--- config.mk ---
export PLATFORM = sky130hd
export DESIGN_NAME = tx_clk_reset_seq
export DESIGN_NICKNAME = d
export VERILOG_FILES = /design/src/rtl/tx_clk_reset_seq_pkg.sv /design/src/rtl/sync_bit.sv /design/src/rtl/tx_clk_reset_seq.sv
export SDC_FILE = /design/constraint.sdc
export NUM_CORES = 1
export LEC_CHECK = 0
export ABC_AREA = 1
export BUFFER_PORTS_ARGS = -buffer_cell sky130_fd_sc_hd__buf_2
export CAP_MARGIN = 20
export CORE_AREA = 5 5 69 71
export CTS_CLUSTER_SIZE = 12
export DETAILED_ROUTE_END_ITERATION = 10
export DIE_AREA = 0 0 74 76
export PLACE_DENSITY = 0.67
export SLEW_MARGIN = 20
export SYNTH_ARGS = -nofsm -noshare
export SYNTH_HDL_FRONTEND = slang
export SYNTH_SLANG_ARGS = --single-unit
export TNS_END_PERCENT = 50
--- constraint.sdc ---
create_clock -name txclk_in -period 1.81 [get_ports txclk_in]
set_input_delay 0.181 -clock txclk_in [delete_from_list [all_inputs] [get_ports txclk_in]]
set_output_delay 0.181 -clock txclk_in [all_outputs]
set_load 0.02 [all_outputs]
--- src/rtl/tx_clk_reset_seq_pkg.sv ---
// ----------------------------------------------------------------------------
// tx_clk_reset_seq_pkg : state encoding and default timing for the TX clk/rst manager
// Revision: 1.0
// ----------------------------------------------------------------------------
`default_nettype none

package tx_clk_reset_seq_pkg;

  typedef enum logic [1:0] {
    ST_RST_DCM   = 2'd0,
    ST_WAIT_LOCK = 2'd1,
    ST_STABILIZE = 2'd2,
    ST_RUN       = 2'd3
  } tx_state_e;

  localparam int DEF_DCM_RST_CYCLES = 3;
  localparam int DEF_LOCK_TIMEOUT   = 65535;
  localparam int DEF_STABLE_CYCLES  = 256;
  localparam int DEF_SYNC_STAGES    = 2;
  localparam logic [7:0] RELOCK_MAX = 8'hFF;

  function automatic int max3(input int a, input int b, input int c);
    int m;
    m = (a > b) ? a : b;
    return (m > c) ? m : c;
  endfunction

endpackage

`default_nettype wire

--- src/rtl/sync_bit.sv ---
// ----------------------------------------------------------------------------
// sync_bit : STAGES-deep single-bit synchronizer with synchronous reset to 0
// Revision: 1.0
// ----------------------------------------------------------------------------
`default_nettype none

module sync_bit #(
  parameter int STAGES = 2
) (
  input  logic clk,
  input  logic rst,
  input  logic d,
  output logic q
);

  logic [STAGES-1:0] sync_q;
  logic [STAGES-1:0] sync_d;

  always_comb begin
    sync_d = {sync_q[STAGES-2:0], d};
  end

  always_ff @(posedge clk) begin
    if (rst) begin
      sync_q <= '0;
    end else begin
      sync_q <= sync_d;
    end
  end

  assign q = sync_q[STAGES-1];

endmodule

`default_nettype wire

--- src/rtl/tx_clk_reset_seq.sv ---
// ----------------------------------------------------------------------------
// tx_clk_reset_seq : resets the TX DCM, qualifies its lock and releases the TX datapath
// Revision: 1.0
// ----------------------------------------------------------------------------
`default_nettype none

module tx_clk_reset_seq
  import tx_clk_reset_seq_pkg::*;
#(
  parameter int DCM_RST_CYCLES = DEF_DCM_RST_CYCLES,
  parameter int LOCK_TIMEOUT   = DEF_LOCK_TIMEOUT,
  parameter int STABLE_CYCLES  = DEF_STABLE_CYCLES,
  parameter int SYNC_STAGES    = DEF_SYNC_STAGES
) (
  input  logic       txclk_in,
  input  logic       reset,
  input  logic       dcm_locked,
  input  logic       clr_status,
  output logic       dcm_rst,
  output logic       tx_reset,
  output logic       tx_ready,
  output logic       lock_lost,
  output logic [7:0] relock_count
);

  localparam int CNT_MAX = max3(LOCK_TIMEOUT, STABLE_CYCLES, DCM_RST_CYCLES);
  localparam int CNT_W   = (CNT_MAX < 2) ? 1 : $clog2(CNT_MAX + 1);

  localparam logic [CNT_W-1:0] DCM_RST_LAST = CNT_W'(DCM_RST_CYCLES - 1);
  localparam logic [CNT_W-1:0] TIMEOUT_LAST = CNT_W'(LOCK_TIMEOUT - 1);
  localparam logic [CNT_W-1:0] STABLE_LAST  = CNT_W'(STABLE_CYCLES - 1);
  localparam logic [CNT_W-1:0] CNT_ONE      = CNT_W'(1);

  logic             locked_s;
  tx_state_e        state_q, state_d;
  logic [CNT_W-1:0] cnt_q, cnt_d;
  logic             lock_loss;
  logic             dcm_rst_q, dcm_rst_d;
  logic             tx_reset_q, tx_reset_d;
  logic             tx_ready_q, tx_ready_d;
  logic             lock_lost_q, lock_lost_d;
  logic [7:0]       relock_count_q, relock_count_d;

  sync_bit #(
    .STAGES (SYNC_STAGES)
  ) u_lock_sync (
    .clk (txclk_in),
    .rst (reset),
    .d   (dcm_locked),
    .q   (locked_s)
  );

  always_comb begin
    state_d   = state_q;
    cnt_d     = cnt_q;
    lock_loss = 1'b0;
    unique case (state_q)
      ST_RST_DCM: begin
        if (cnt_q == DCM_RST_LAST) begin
          state_d = ST_WAIT_LOCK;
          cnt_d   = '0;
        end else begin
          cnt_d = cnt_q + CNT_ONE;
        end
      end
      ST_WAIT_LOCK: begin
        // A lock seen on the final timeout cycle still wins over the re-reset.
        if (locked_s) begin
          state_d = ST_STABILIZE;
          cnt_d   = '0;
        end else if (cnt_q == TIMEOUT_LAST) begin
          state_d = ST_RST_DCM;
          cnt_d   = '0;
        end else begin
          cnt_d = cnt_q + CNT_ONE;
        end
      end
      ST_STABILIZE: begin
        if (!locked_s) begin
          state_d = ST_WAIT_LOCK;
          cnt_d   = '0;
        end else if (cnt_q == STABLE_LAST) begin
          state_d = ST_RUN;
          cnt_d   = '0;
        end else begin
          cnt_d = cnt_q + CNT_ONE;
        end
      end
      ST_RUN: begin
        if (!locked_s) begin
          state_d   = ST_RST_DCM;
          cnt_d     = '0;
          lock_loss = 1'b1;
        end
      end
      default: begin
        state_d = ST_RST_DCM;
        cnt_d   = '0;
      end
    endcase
  end

  // A lock-loss event in the same cycle as clr_status takes precedence.
  always_comb begin
    lock_lost_d    = lock_lost_q;
    relock_count_d = relock_count_q;
    if (lock_loss) begin
      lock_lost_d = 1'b1;
      if (clr_status) begin
        relock_count_d = 8'd1;
      end else if (relock_count_q != RELOCK_MAX) begin
        relock_count_d = relock_count_q + 8'd1;
      end
    end else if (clr_status) begin
      lock_lost_d    = 1'b0;
      relock_count_d = 8'd0;
    end
  end

  always_comb begin
    dcm_rst_d  = (state_d == ST_RST_DCM);
    tx_ready_d = (state_d == ST_RUN);
    tx_reset_d = (state_d != ST_RUN);
  end

  always_ff @(posedge txclk_in) begin
    if (reset) begin
      state_q        <= ST_RST_DCM;
      cnt_q          <= '0;
      dcm_rst_q      <= 1'b1;
      tx_reset_q     <= 1'b1;
      tx_ready_q     <= 1'b0;
      lock_lost_q    <= 1'b0;
      relock_count_q <= 8'd0;
    end else begin
      state_q        <= state_d;
      cnt_q          <= cnt_d;
      dcm_rst_q      <= dcm_rst_d;
      tx_reset_q     <= tx_reset_d;
      tx_ready_q     <= tx_ready_d;
      lock_lost_q    <= lock_lost_d;
      relock_count_q <= relock_count_d;
    end
  end

  assign dcm_rst      = dcm_rst_q;
  assign tx_reset     = tx_reset_q;
  assign tx_ready     = tx_ready_q;
  assign lock_lost    = lock_lost_q;
  assign relock_count = relock_count_q;

endmodule

`default_nettype wire
==> results_dict.tcl <==
set metrics [dict create \
    clkSinkCount 32 \
    drv_slew 0 \
    synthArstFlopShare 0 \
    ctsHtreeMaxLevel 2 \
    synth_compound_area_frac 0.118 \
    worstSetupPathType "reg2reg" \
    worst_slack_ns 0.188 \
    dpl.hpwl_um 3100 \
    clkSlewWorstSetupHoldPaths_ns 0.06 \
    yosysUniqueCellTypes 33 \
    die_w_um 74 \
    hold_viol_final 0 \
    start_kind "flop" \
    syn_inst 283 \
    clockRootBuffer "clkbuf_8" \
    synthTopCellsByArea "dfxtp_1, nand2_1, nor2_1" \
    drv_cap 0 \
    grt_setup_unrepaired "no" \
    first_pass_iters 4 \
    regArea_um2 641 \
    power_density_mw_per_mm2 901 \
    worst_pin_slew_ns 0.365 \
    arrival_ns 1.84 \
    io_buffer_count 15 \
    drive_above_1_share 0.158 \
    antenna_left 0 \
    cts-buffers-inserted 5 \
    remaining_drc_errors 0 \
    synth_top_cell_by_area "dfxtp_1" \
    ys_ff_latch 32 \
    crit_fanout 6 \
    timing.final.crit_share 0.896 \
    die_y_um 76 \
    yosys.area_share.adder 0.0201 \
    worstPathRequired_ns 2.03 \
    io_pins 16 \
    die_area_mm2 0.00562 \
    grt_pass1_wl_um 7200 \
    initial_utilization 0.448 \
    finalPower_uw 1890 \
    met3_length_um 335 \
    clock_latency_ns 0.28 \
    core_area_mm2 0.00417 \
    ir_worst_vdd_mv 0.500 \
    via_per_inst 5.01 \
    syn-cell-area_mm2 0.00187 \
    drtIter0Drc 101 \
    grt_pass1_vias 1620 \
    hold_ws_ns 0.0934 \
    slew_headroom 0.755 \
    dr_total_vias 1785 \
    diodes 0 \
    routed_wl_um 4240 \
    multi_input_area_mm2 0.00108 \
    tns_ns 0 \
    min_period_ns 1.62 \
    power.leakage_uw 0.000857 \
    synth_xor_xnor_area_share 0.00468 \
    fp-row-count 24 \
    synth_seq_area_share 0.342 \
    nets 310 \
    grt_max_degree 21 \
    finClkSkew_ns 0.00551 \
    ctsLongestPathBuffers 2 \
    cts_tree "yes" \
    wl_met2_um 1940 \
    top_layer_used "met4" \
    netlist.area_leader.share 0.342 \
    place_ws_ns 0.188 \
    antenna_found_initial 0 \
    yosys-mux-area-fraction 0 \
    synth.most_common_cell "nand2_1" \
    grt_usage 0.164 \
    fmax_mhz 616 \
    synth_area_per_cell_um2 6.61 \
    synth_edf_count 0 \
    grt-ovfl-total 0 \
    fillers 439 \
    syn_to_final_growth_pct 12.1 \
    yosys_most_used_dff "dfxtp_1" \
    holdCritPathClass "in2reg" \
    synth_simple_gate_area_frac 0.432 \
    cp-end-kind "flop" \
    postSynthNetCount 290 \
    status "completed" \
    synth_top_family_by_area "simple AND/OR/NAND/NOR gates" \
    netlist_top_cells_count "nand2_1, nor2_1, dfxtp_1, inv_1, a21oi_1" \
    setup_viol 0 \
    gp_congestion 0.859 \
    wl_met1_um 1900 \
    wl_per_cell_um 11.9 \
    yosys_warnings 0 \
]
worst paths after layout:
check,startpoint,to,slack (ns),cells past startpoint
worst max-delay path,relock_count[0],relock_count[3],0.19,9
worst min-delay path,dcm_locked,u_lock_sync.sync_q[0],0.09,3
worst max register to register,relock_count[0],relock_count[3],0.19,9
worst min register to register,u_lock_sync.sync_q[0],u_lock_sync.sync_q[1],0.41,2
sequential cells by signal, summed over array words and instances (netlist names):
name / flops
tx_reset: 1
tx_ready: 1
lock_lost: 1
u_lock_sync.sync_q: 2
relock_count: 8
cnt_q: 16
state_q: 2
dcm_rst: 1
logic make-up (layout without fill, tap and decap cells):
family | count (synthesis) | after routing
xor gates and xnor gates | 1 | 1
buffers and inverters | 38 | 59
and+or+nand+nor | 170 | 170
adders and majority gates | 3 | 3
DFF | 32 | 32
AOI/OAI and AO/OA | 39 | 39
through the flow:
stage	cell area (um2)	utilization	instances
2_1_floorplan	1870	-	283
3_3_place_gp	2000	0.479	348
3_5_place_dp	2000	0.479	348
4_1_cts	2090	0.501	356
5_1_grt	2100	0.503	356
6_report	2100	0.503	356
where the power goes:
part	switching, uW	internal [uW]
Sequential	58.0	754
Clock	261	309
Combinational	337	172
critical path, stage by stage, from the launching register on:
cell and delay [ns]:
dfxtp_1 0.39, ha_1 0.22, nand3_2 0.10, nor2_2 0.13
nand2_1 0.10, nor2_2 0.11, nand3_2 0.16, nand2_4 0.14
nand2_1 0.06, a21oi_1 0.13
what timing repair did:
action / in CTS / in global routing
setup endpoints to repair: 0 / 2
buffers inserted: 0 / 0
hold buffers: 0 / 0
hold endpoints to repair: 0 / 0
resized for setup: 0 / 1
cells in the final DEF, fill, tap and decap left out, types with 2 or more instances in the layout:
cell type   n
nand3_2     3
dfxtp_1    32
nand2_4     3
o21ai_0     7
o211ai_1    5
ha_1        3
clkbuf_8    6
nor2_2      6
nand3_1    18
nor2_1     43
nor2_4      3
nand2_1    73
a21oi_1    22
nor3_1      4
nand4_1     8
inv_1      32
buf_4       2
nand2_2     4
buf_2      15
metal layers:
layer | vias up | global-route usage
li1 | 953 | -
met2 | 50 | 0.244
met1 | 774 | 0.217
met3 | 8 | 0.0528
met5 | - | 0
met4 | 0 | 0.0634
final cells by class:
| class | count | share of cell area |
|---|---|---|
| multi-input cells | 213 | 0.515 |
| flip-flops and latches | 32 | 0.305 |
| inverters | 34 | 0.0608 |
| repair buffers | 17 | 0.0429 |
| clock buffers | 7 | 0.0411 |
| well taps | 52 | 0.0310 |
| clock inverters | 1 | 0.00358 |
Power figures use the tool's default switching activity.
